==> config.mk <==
export PLATFORM = sky130hd
export DESIGN_NAME = serial_addsub
export DESIGN_NICKNAME = d
export VERILOG_FILES = /design/src/rtl/serial_addsub.sv
export SDC_FILE = /design/constraint.sdc
export NUM_CORES = 1
export LEC_CHECK = 0
export ABC_AREA = 1
export BUFFER_PORTS_ARGS = -buffer_cell sky130_fd_sc_hd__buf_2
export CAP_MARGIN = 5
export CORE_UTILIZATION = 59
export CTS_CLUSTER_SIZE = 28
export DETAILED_ROUTE_END_ITERATION = 16
export GPL_TIMING_DRIVEN = 0
export PLACE_DENSITY = 0.8
export SLEW_MARGIN = 20
export SYNTH_ARGS = -nofsm -noshare
export SYNTH_HDL_FRONTEND = slang
export SYNTH_SLANG_ARGS = --single-unit
==> constraint.sdc <==
create_clock -name iClk -period 2.3 [get_ports iClk]
set_input_delay 0.69 -clock iClk [delete_from_list [all_inputs] [get_ports iClk]]
set_output_delay 0.69 -clock iClk [all_outputs]
set_load 0.01 [all_outputs]
==> src/rtl/serial_addsub.sv <==
// Digit-serial two's-complement adder/subtractor: one DIGIT-bit ripple slice reused
// NDIG times per operation, LSB digit first, with a start/done handshake.
`timescale 1ns/1ps
module serial_addsub #(
    parameter int unsigned WIDTH = 8,
    parameter int unsigned DIGIT = 1
) (
    input  logic             iClk,
    input  logic             iRst,
    input  logic             iStart,
    input  logic [WIDTH-1:0] iA,
    input  logic [WIDTH-1:0] iB,
    input  logic             iCin,
    input  logic             iSub,
    output logic             oBusy,
    output logic             oDone,
    output logic [WIDTH-1:0] oSum,
    output logic             oCout,
    output logic             oOvf
);

    localparam int unsigned NDIG = WIDTH / DIGIT;
    localparam int unsigned CNTW = (NDIG > 1) ? $clog2(NDIG) : 1;

    if (WIDTH % DIGIT != 0) begin : g_bad_digit
        $error("serial_addsub: WIDTH must be an exact multiple of DIGIT");
    end

    typedef enum logic [1:0] {StIdle, StRun, StDone} state_e;

    state_e            state_q, state_d;
    logic [WIDTH-1:0]  a_q, a_d, b_q, b_d, res_q, res_d, sum_q, sum_d;
    logic              c_q, c_d, sub_q, sub_d, cout_q, cout_d, ovf_q, ovf_d;
    logic [CNTW-1:0]   cnt_q, cnt_d;

    logic [DIGIT:0]    carry;
    logic [DIGIT-1:0]  dsum;
    logic [WIDTH-1:0]  res_next;
    logic              last;

    // Ripple through one digit; carry[DIGIT-1] is the carry into the digit's MSB.
    always_comb begin
        carry    = '0;
        dsum     = '0;
        carry[0] = c_q;
        for (int i = 0; i < int'(DIGIT); i++) begin
            dsum[i]    = a_q[i] ^ b_q[i] ^ carry[i];
            carry[i+1] = (a_q[i] & b_q[i]) | (carry[i] & (a_q[i] ^ b_q[i]));
        end
    end

    // New digit enters at the top so the result lands aligned after NDIG shifts.
    assign res_next = (res_q >> DIGIT) | (WIDTH'(dsum) << (WIDTH - DIGIT));
    assign last     = (cnt_q == CNTW'(NDIG - 1));

    always_comb begin
        state_d = state_q;
        a_d     = a_q;
        b_d     = b_q;
        c_d     = c_q;
        sub_d   = sub_q;
        cnt_d   = cnt_q;
        res_d   = res_q;
        sum_d   = sum_q;
        cout_d  = cout_q;
        ovf_d   = ovf_q;
        case (state_q)
            StIdle, StDone: begin
                state_d = StIdle;
                if (iStart) begin
                    a_d     = iA;
                    b_d     = iSub ? ~iB : iB;
                    c_d     = iSub ? ~iCin : iCin;
                    sub_d   = iSub;
                    cnt_d   = '0;
                    res_d   = '0;
                    state_d = StRun;
                end
            end
            StRun: begin
                a_d   = a_q >> DIGIT;
                b_d   = b_q >> DIGIT;
                c_d   = carry[DIGIT];
                res_d = res_next;
                cnt_d = cnt_q + CNTW'(1);
                if (last) begin
                    sum_d   = res_next;
                    cout_d  = sub_q ^ carry[DIGIT];
                    ovf_d   = carry[DIGIT] ^ carry[DIGIT-1];
                    state_d = StDone;
                end
            end
            default: state_d = StIdle;
        endcase
    end

    always_ff @(posedge iClk or posedge iRst) begin
        if (iRst) begin
            state_q <= StIdle;
            a_q     <= '0;
            b_q     <= '0;
            c_q     <= 1'b0;
            sub_q   <= 1'b0;
            cnt_q   <= '0;
            res_q   <= '0;
            sum_q   <= '0;
            cout_q  <= 1'b0;
            ovf_q   <= 1'b0;
        end else begin
            state_q <= state_d;
            a_q     <= a_d;
            b_q     <= b_d;
            c_q     <= c_d;
            sub_q   <= sub_d;
            cnt_q   <= cnt_d;
            res_q   <= res_d;
            sum_q   <= sum_d;
            cout_q  <= cout_d;
            ovf_q   <= ovf_d;
        end
    end

    assign oBusy = (state_q == StRun);
    assign oDone = (state_q == StDone);
    assign oSum  = sum_q;
    assign oCout = cout_q;
    assign oOvf  = ovf_q;

endmodule

## Yosys cells after proc, flatten, opt, wreduce, memory -nomap -nowiden

Cells that the tools add are included.

- Register bits after elaboration: 41
- Bits of input ports: 21
- Output and inout port bits: 12
- Logic and storage cells: 47

- Reductions and logical operators: 6
- Bitwise gates (word level): 10
- Add/sub/neg operators: 1
- Multiplexer cells: 15
- Equality and inequality tests: 5

Operators by type and width:

| cell | number |
|---|---|
| $pmux 8 s2 | 3 |
| $mux 8 | 4 |
| $not 8->8 | 1 |
| $or 7x8->8 | 1 |
| $pmux 3 s2 | 1 |
| $reduce_and 2->1 | 3 |
| $pmux 2 s2 | 1 |
| $xor 1x1->1 | 4 |
| $add 3x1->3 const B | 1 |
| $eq 3x3->1 const B | 1 |
| $mux 1 | 3 |
| $mux 3 | 1 |
| $and 1x1->1 | 2 |
| $eq 2x1->1 const B | 1 |
| $eq 2x2->1 const B | 1 |
| $logic_not 2->1 | 1 |
| $mux 2 | 1 |
| $ne 2x1->1 const B | 1 |
| $ne 2x2->1 const B | 1 |
| $pmux 1 s2 | 1 |
| $reduce_bool 2->1 | 1 |
| $reduce_or 2->1 | 1 |
| $not 1->1 | 1 |
| $or 1x1->1 | 1 |

## Logic depth before layout (Yosys ltp)

Gate-level depths: netlist (run 1).

- Depth after elaboration: 4
- Mapped depth: 7
- Mapped depth without buffers: 6

## Worst setup path after synthesis (run 1)

No wires, ideal clock.

- Path type: reg2out
- Start point: register state_q[0]
- End point: output oBusy
- Required time: 1.610 ns
- Path slack: 0.875 ns
- Cell stages (with the launch flop): 4
- Buffers on the path: 1
- Data arrival time: 0.735 ns
- Cell sequence: dfrtp_1 > inv_2 > nor2_1 > buf_2

- Longest elaborated chain between the ends: 1

Ends and longest elaborated chain:

| item | RTL line | RTL |
|---|---|---|
| start, declared | 31 | `state_e state_q, state_d;` |
| start signal, assigned | 99 | `state_q <= StIdle;` |
| start signal, assigned | 110 | `state_q <= state_d;` |
| $eq 2x1->1 | 123 | `assign oBusy = (state_q == StRun);` |
| end, declared | 15 | `output logic oBusy,` |

Every way passes these cells.

## Worst setup path after layout (run 1)

Same ends and word-level chain as after synthesis.

==> results by group, run 1 <==
Timing
  • Max-slew violations: 0
  • Max Freq: 496 MHz
  • Final setup viols: 0
  • Final setup skew: 0.00387 ns
  • Tmin final: 2.02 ns
  • Fin. Hold Viols: 0
  • Crit share post-route: 0.877
  • Unrepaired setup endpoints after global routing: no
  • Setup ws final: 0.284 ns
  • Rel. slew slack: 0.741
  • Worst-Margin Slew: 0.388 ns
  • Setup TNS: 0 ns

Floorplan
  • Die area: 3470 um^2
  • Ports: 33
  • Initial Util: 0.627
  • Die Y: 58.9 um
  • Rows: 20
  • Die X: 58.9 um
  • Core footprint: 3050 um^2

Synth
  • Top cells by area, synth: dfrtp_1 52%, nand2_1 23%, nand3_1 9.9%, inv_1 4.1%, buf_6 2.4%
  • Synthesis warning total: 0
  • Post-synth EDFFs: 0
  • Mapped cell area: 1910 um^2
  • Synth area leader: dfrtp_1
  • Post-synthesis sequential area ratio: 0.523
  • Asr flop ratio synth: 1.00
  • Total nets after synthesis: 267
  • Most common library cells after synthesis: 117 x nand2_1, 40 x dfrtp_1, 38 x nand3_1
  • FF+latch count, synth: 40
  • Top cell type's share of synthesized area: 0.523
  • Most numerous cell in the Yosys netlist: nand2_1
  • Synth unique cells: 20
  • Synthesized area per cell: 7.87 um^2
  • Top FF cell, synth: dfrtp_1
  • Cells after Synth: 243

Clocking
  • Post CTS Setup Buffer Count: 0
  • Worst-Skew Late Latency: 0.33 ns
  • Post-CTS sizing: 0
  • CTS Sinks: 40
  • CTS max path bufs: 2
  • Root Buffer: clkbuf_4
  • Cts bufs inserted: 5
  • Htree depth: 2
  • Post-CTS Hold Buffers: 0
  • Clock-pin slew on the worst setup and hold paths: 0.11 ns
  • TritonCTS clock tree: yes

Routing
  • Avg WL per Cell: 10.2 um
  • Vias: 1,572
  • Detailed Route Iter0 Violations: 63
  • Post-DRT Antenna Nets: 0
  • Via/cell ratio: 4.82
  • DR pass1 iterations: 4
  • # DRC: 0
  • Routed wire length: 3310 um

Power and ir drop
  • NetSw: 1.09 mW
  • Total power: 2.75 mW
  • Reg power frac: 0.439
  • Switch share: 0.396
  • Pleak: 1.26 nW
  • Max VDD drop: 0.000682 V
  • Combinational power share: 0.431
  • Internal power: 1.66 mW
  • Power Density: 1250 nW/um^2
  • Clk network pwr share: 0.130

Worst setup path
  • R2R Path End: oSum[7]
  • Worst Setup Start Kind: flop
  • CP bufs+invs: 3
  • Most Frequent Cell on Critical Path: buf_2
  • Slowest-stage cell, CP: dfrtp_1
  • Reg2reg setup slack: 0.98 ns
  • Crit Path Category: flop to primary output
  • CP arrival: 1.33 ns
  • CP Cell Sequence: inv_2, nor2_1, buf_2, buf_2
  • CP delay by family, top: buffers and inverters
  • Reg2reg start: cnt_q[0]
  • Critical Path End Type: primary output
  • Cells on worst reg2reg path: 7
  • Required time worst endpoint: 1.61 ns
  • CP Max Fanout: 10
  • Critical path's largest stage delay: 0.39 ns

Global route
  • Total GRT Usage: 0.229
  • First-pass GRT wire length: 5970 um
  • Congestion Overflow GR: 0
  • Vias in the first global route: 1,423
  • Pin count of the biggest net entering global routing: 34
  • Initial antenna violation count: 0

Final layout
  • Layout cell share with drive strength beyond 1: 0.191
  • Final Net Count: 305
  • Layout area overhead: 14.8%
  • Antenna diode count: 0

Place
  • PortBufs: 30
  • Final Wtd Congestion: 0.799
  • Place WS: 0.652 ns
  • Post-DP HPWL: 2400 um

Job
  • Max-cap violations: 0

Run status
  • Run status: finished clean

Worst hold path
  • HP Class: input port to async pin
## cells by family (layout without fill, tap and decap cells)
kind of cell             Yosys count  in the layout  share of synthesized area
AO/OA/AOI/OAI                      3              3                    0.00785
XOR/XNOR                           1              1                    0.00458
AND/OR/NAND/NOR                  162            162                      0.353
flip-flops                        40             40                      0.523
buffers and inverters             34             73                     0.0876
adder cells (fa/ha/maj)            3              3                     0.0235
## state kept, by name (all words and copies together), names as in the netlist
signal   cells
oSum         8
c_q          1
b_q          8
res_q        7
sub_q        1
oCout        1
cnt_q        3
oOvf         1
a_q          8
state_q      2
## metrics by stage
step	hold slack, ns	utilization	instance area, um^2	cells
floorplan	0.442	-	1910	243
global placement	0.451	0.694	2120	317
detailed placement	0.454	0.700	2140	318
CTS	0.236	0.720	2200	326
global route	0.218	0.720	2200	326
finish	0.238	0.720	2200	326
## final cells by class
cell class | count | area, um^2
inverters | 25 | 95.1
clock buffers | 8 | 58.8
repair buffers | 31 | 170
multi-input cells | 169 | 744
well taps | 44 | 55.1
fillers | 268 | 856
flip-flops and latches | 40 | 1000
plain buffers | 9 | 72.6
## worst max path at each step
stage,to,cells after the start,startpoint
3_3_place_gp,b_q[2],2,iRst
3_5_place_dp,oBusy,4,state_q[0]
5_1_grt,oBusy,4,state_q[0]
2_1_floorplan,a_q[0],1,iRst
4_1_cts,oBusy,4,state_q[0]
6_report,oBusy,4,state_q[0]
## worst register-to-register path: stages, from the launching register on
cell     delay [ns]
dfrtp_1        0.41
ha_1           0.21
ha_1           0.22
inv_1          0.10
nor2_4         0.05
buf_6          0.13
nand2_1        0.06
nand2_1        0.05
## placed cells by master, fill, tap and decap left out
master,Yosys,layout
nor2_1,3,3
nand2_2,1,1
inv_1,21,20
fa_1,1,1
dfrtp_1,40,40
clkbuf_4,0,5
buf_2,4,34
nand2_1,117,117
clkinv_2,1,1
nor2_4,1,1
o21ai_0,2,2
xor2_1,1,1
nand3_1,38,38
buf_12,0,1
buf_6,4,4
clkinv_1,1,1
nand2_4,1,1
nor2_2,1,1
inv_2,2,3
clkbuf_1,0,2
a21oi_1,1,1
ha_1,2,2
buf_4,1,1
clkbuf_8,0,1
## routing by layer
layer  share of wire  vias to the layer above  wire length [um]  track usage
met1            0.47                      710              1550        0.302
met2            0.48                       33              1590        0.372
li1                -                      823                 -            -
met5               0                        -                 0            0
met4           0.011                        0                36       0.0714
met3           0.043                        6               141       0.0593
## power by group through the flow
stage                     Sequential (mW)  Clock (mW)  Combinational (mW)
after floorplan                      1.23           0               0.870
after global placement               1.21           0                1.17
after detailed placement             1.22           0                1.20
after CTS                            1.21       0.370                1.20
after global routing                 1.25       0.406                1.37
final                                1.21       0.358                1.18
Note: power is estimated with default switching activity, not from simulation.
==> run 2, diff against run 1 <==
- CORE_UTILIZATION: 59 -> 38
- PLACE_DENSITY: 0.8 -> 0.55
==> run 2 against run 1 <==
  * Worst hold slack improved by 0.069 ns
  * Setup slack improved by 0.049 ns
  * Sequential share of layout area decreased by 1.2 points
  * Via count decreased by 2.8%
  * Maximum frequency increased by 2.5%
  * Sequential power about the same
  * Die area increased by 53%
  * Non-clock buffer count unchanged
  * Clock skew increased by 0.00051 ns
  * Power increased by 4.1%
  * Global-route usage decreased by 7.2 points
  * Critical path type unchanged
  * Largest cell class unchanged
==> results by group, run 2 (synthesized netlist as in run 1, its figures left out) <==
Global route
  • First-pass GRT wire length: 6310 um (+5.7%)
  • Pin count of the biggest net entering global routing: 33 (-2.9%)
  • Vias in the first global route: 1,399 (-1.7%)
  • Initial antenna violation count: 0 (unchanged)
  • Congestion Overflow GR: 0 (unchanged)
  • Total GRT Usage: 0.157 (-0.0721)

Floorplan
  • Die Y: 73.0 um (+24%)
  • Core footprint: 4790 um^2 (+57%)
  • Initial Util: 0.400 (-0.227)
  • Ports: 33 (unchanged)
  • Die area: 5320 um^2 (+53%)
  • Rows: 25 (+25%)
  • Die X: 73.0 um (+24%)

Final layout
  • Layout cell share with drive strength beyond 1: 0.191 (unchanged)
  • Commonest cells after routing, fill and taps aside: 117 x nand2_1, 40 x dfrtp_1, 38 x nand3_1
  • Layout area overhead: 18.0%
  • Most common cell after layout, fill and taps aside: nand2_1
  • Antenna diode count: 0 (unchanged)
  • Final Net Count: 305 (unchanged)
  • Finished Layout Cells: 349 (+7.1%)

Worst hold path
  • HP Class: input port to async pin

Clocking
  • Post CTS Setup Buffer Count: 0 (unchanged)
  • Clock-pin slew on the worst setup and hold paths: 0.08 ns (-0.03 ns)
  • CTS Sinks: 40 (unchanged)
  • CTS max path bufs: 2 (unchanged)
  • Root Buffer: clkbuf_8
  • Cts bufs inserted: 5 (unchanged)
  • Post-CTS sizing: 0 (unchanged)
  • Htree depth: 2 (unchanged)
  • Post-CTS Hold Buffers: 0 (unchanged)
  • TritonCTS clock tree: yes
  • Worst-Skew Late Latency: 0.29 ns (-0.04 ns)

Worst setup path
  • CP Max Fanout: 10 (unchanged)
  • Required time worst endpoint: 1.61 ns (about the same)
  • Worst Setup Start Kind: flop
  • Crit Path Category: flop to primary output
  • CP arrival: 1.28 ns (-0.05 ns)
  • Critical Path End Type: primary output

Timing
  • Fin. Hold Viols: 0 (unchanged)
  • Setup TNS: 0 ns (unchanged)
  • Final setup viols: 0 (unchanged)
  • Rel. slew slack: 0.745 (+0.00368)
  • Final setup skew: 0.00439 ns (+0.000512 ns)
  • Crit share post-route: 0.855 (-0.0214)
  • Fin Hold WS: 0.307 ns (+0.0694 ns)
  • Max Freq: 508 MHz (+2.5%)
  • Worst-Margin Slew: 0.383 ns (-0.00551 ns)
  • Unrepaired setup endpoints after global routing: no
  • Max-slew violations: 0 (unchanged)
  • Tmin final: 1.97 ns (-0.0492 ns)

Place
  • Final Wtd Congestion: 0.726 (-9.2%)
  • Inst Count DP: 341 (+7.2%)
  • Post-DP HPWL: 2510 um (+4.4%)
  • PortBufs: 30 (unchanged)

Routing
  • # DRC: 0 (unchanged)
  • DR pass1 iterations: 4 (unchanged)
  • Routed wire length: 3600 um (+8.5%)
  • Post-DRT Antenna Nets: 0 (unchanged)
  • Vias: 1,528 (-2.8%)
  • Detailed Route Iter0 Violations: 100 (+59%)
  • Via/cell ratio: 4.38 (-9.2%)
  • Avg WL per Cell: 10.3 um (+1.4%)

Power and ir drop
  • Power Density: 1270 nW/um^2 (+1.3%)
  • Max VDD drop: 0.000435 V (-36%)
  • Pleak: 1.28 nW (+1.0%)

Job
  • Max-cap violations: 0 (unchanged)

Run status
  • Run status: finished clean
## run 2: changes by cell type in the layout (fill, tap and decap cells not counted)
cell      previous run  this run
clkbuf_8             1         6
clkbuf_4             5         0
## run 2: where the power goes
part / internal [mW] / leakage (nW) / switching, mW
Clock: 0.245 / 0.0455 / 0.230
Combinational: 0.485 / 0.726 / 0.696
Sequential: 1.02 / 0.503 / 0.180
Total: 1.75 / 1.28 / 1.11
## run 2: path summary, 6_finish.rpt
| path | startpoint | to | slack (ns) | cells after the start |
|---|---|---|---|---|
| max in group asynchronous | iRst | oOvf | 1.57 | 3 |
| min reg2reg | oOvf | oOvf | 0.47 | 2 |
| max reg2reg | cnt_q[0] | oOvf | 0.99 | 7 |
| max | state_q[0] | oBusy | 0.33 | 4 |
| min | iRst | oSum[1] | 0.31 | 2 |
| min in group iClk | oOvf | oOvf | 0.47 | 2 |
## run 2: final cells by class
cell class / count / area (um^2)
plain buffers: 9 / 72.6
clock buffers: 8 / 90.1
fillers: 516 / 2530
inverters: 25 / 95.1
multi-input cells: 169 / 744
flip-flops and latches: 40 / 1000
well taps: 67 / 83.8
repair buffers: 31 / 170
## run 2: metal layers
layer / vias up / wire length [um] / track usage
li1: 819 / - / -
met1: 674 / 1830 / 0.209
met2: 29 / 1590 / 0.245
met3: 6 / 109 / 0.0373
met4: 0 / 61 / 0.0654
met5: - / 0 / 0
## run 2: critical path, cell delays in order, from the launching register on
cell and delay, ns:
dfrtp_1 0.38, inv_2 0.09, nor2_1 0.12, buf_2 0.23, buf_2 0.16
## run 2: metrics by stage
stage / total power, mW / setup WS [ns] / cell area (um^2) / utilization
3_3_place_gp: 2.40 / 0.0981 / 2150 / 0.449
5_1_grt: 3.15 / 0.205 / 2260 / 0.472
4_1_cts: 2.92 / 0.289 / 2260 / 0.472
6_report: 2.86 / 0.333 / 2260 / 0.472
2_1_floorplan: 2.10 / 0.692 / 1910 / -
3_5_place_dp: 2.43 / 0.617 / 2170 / 0.453
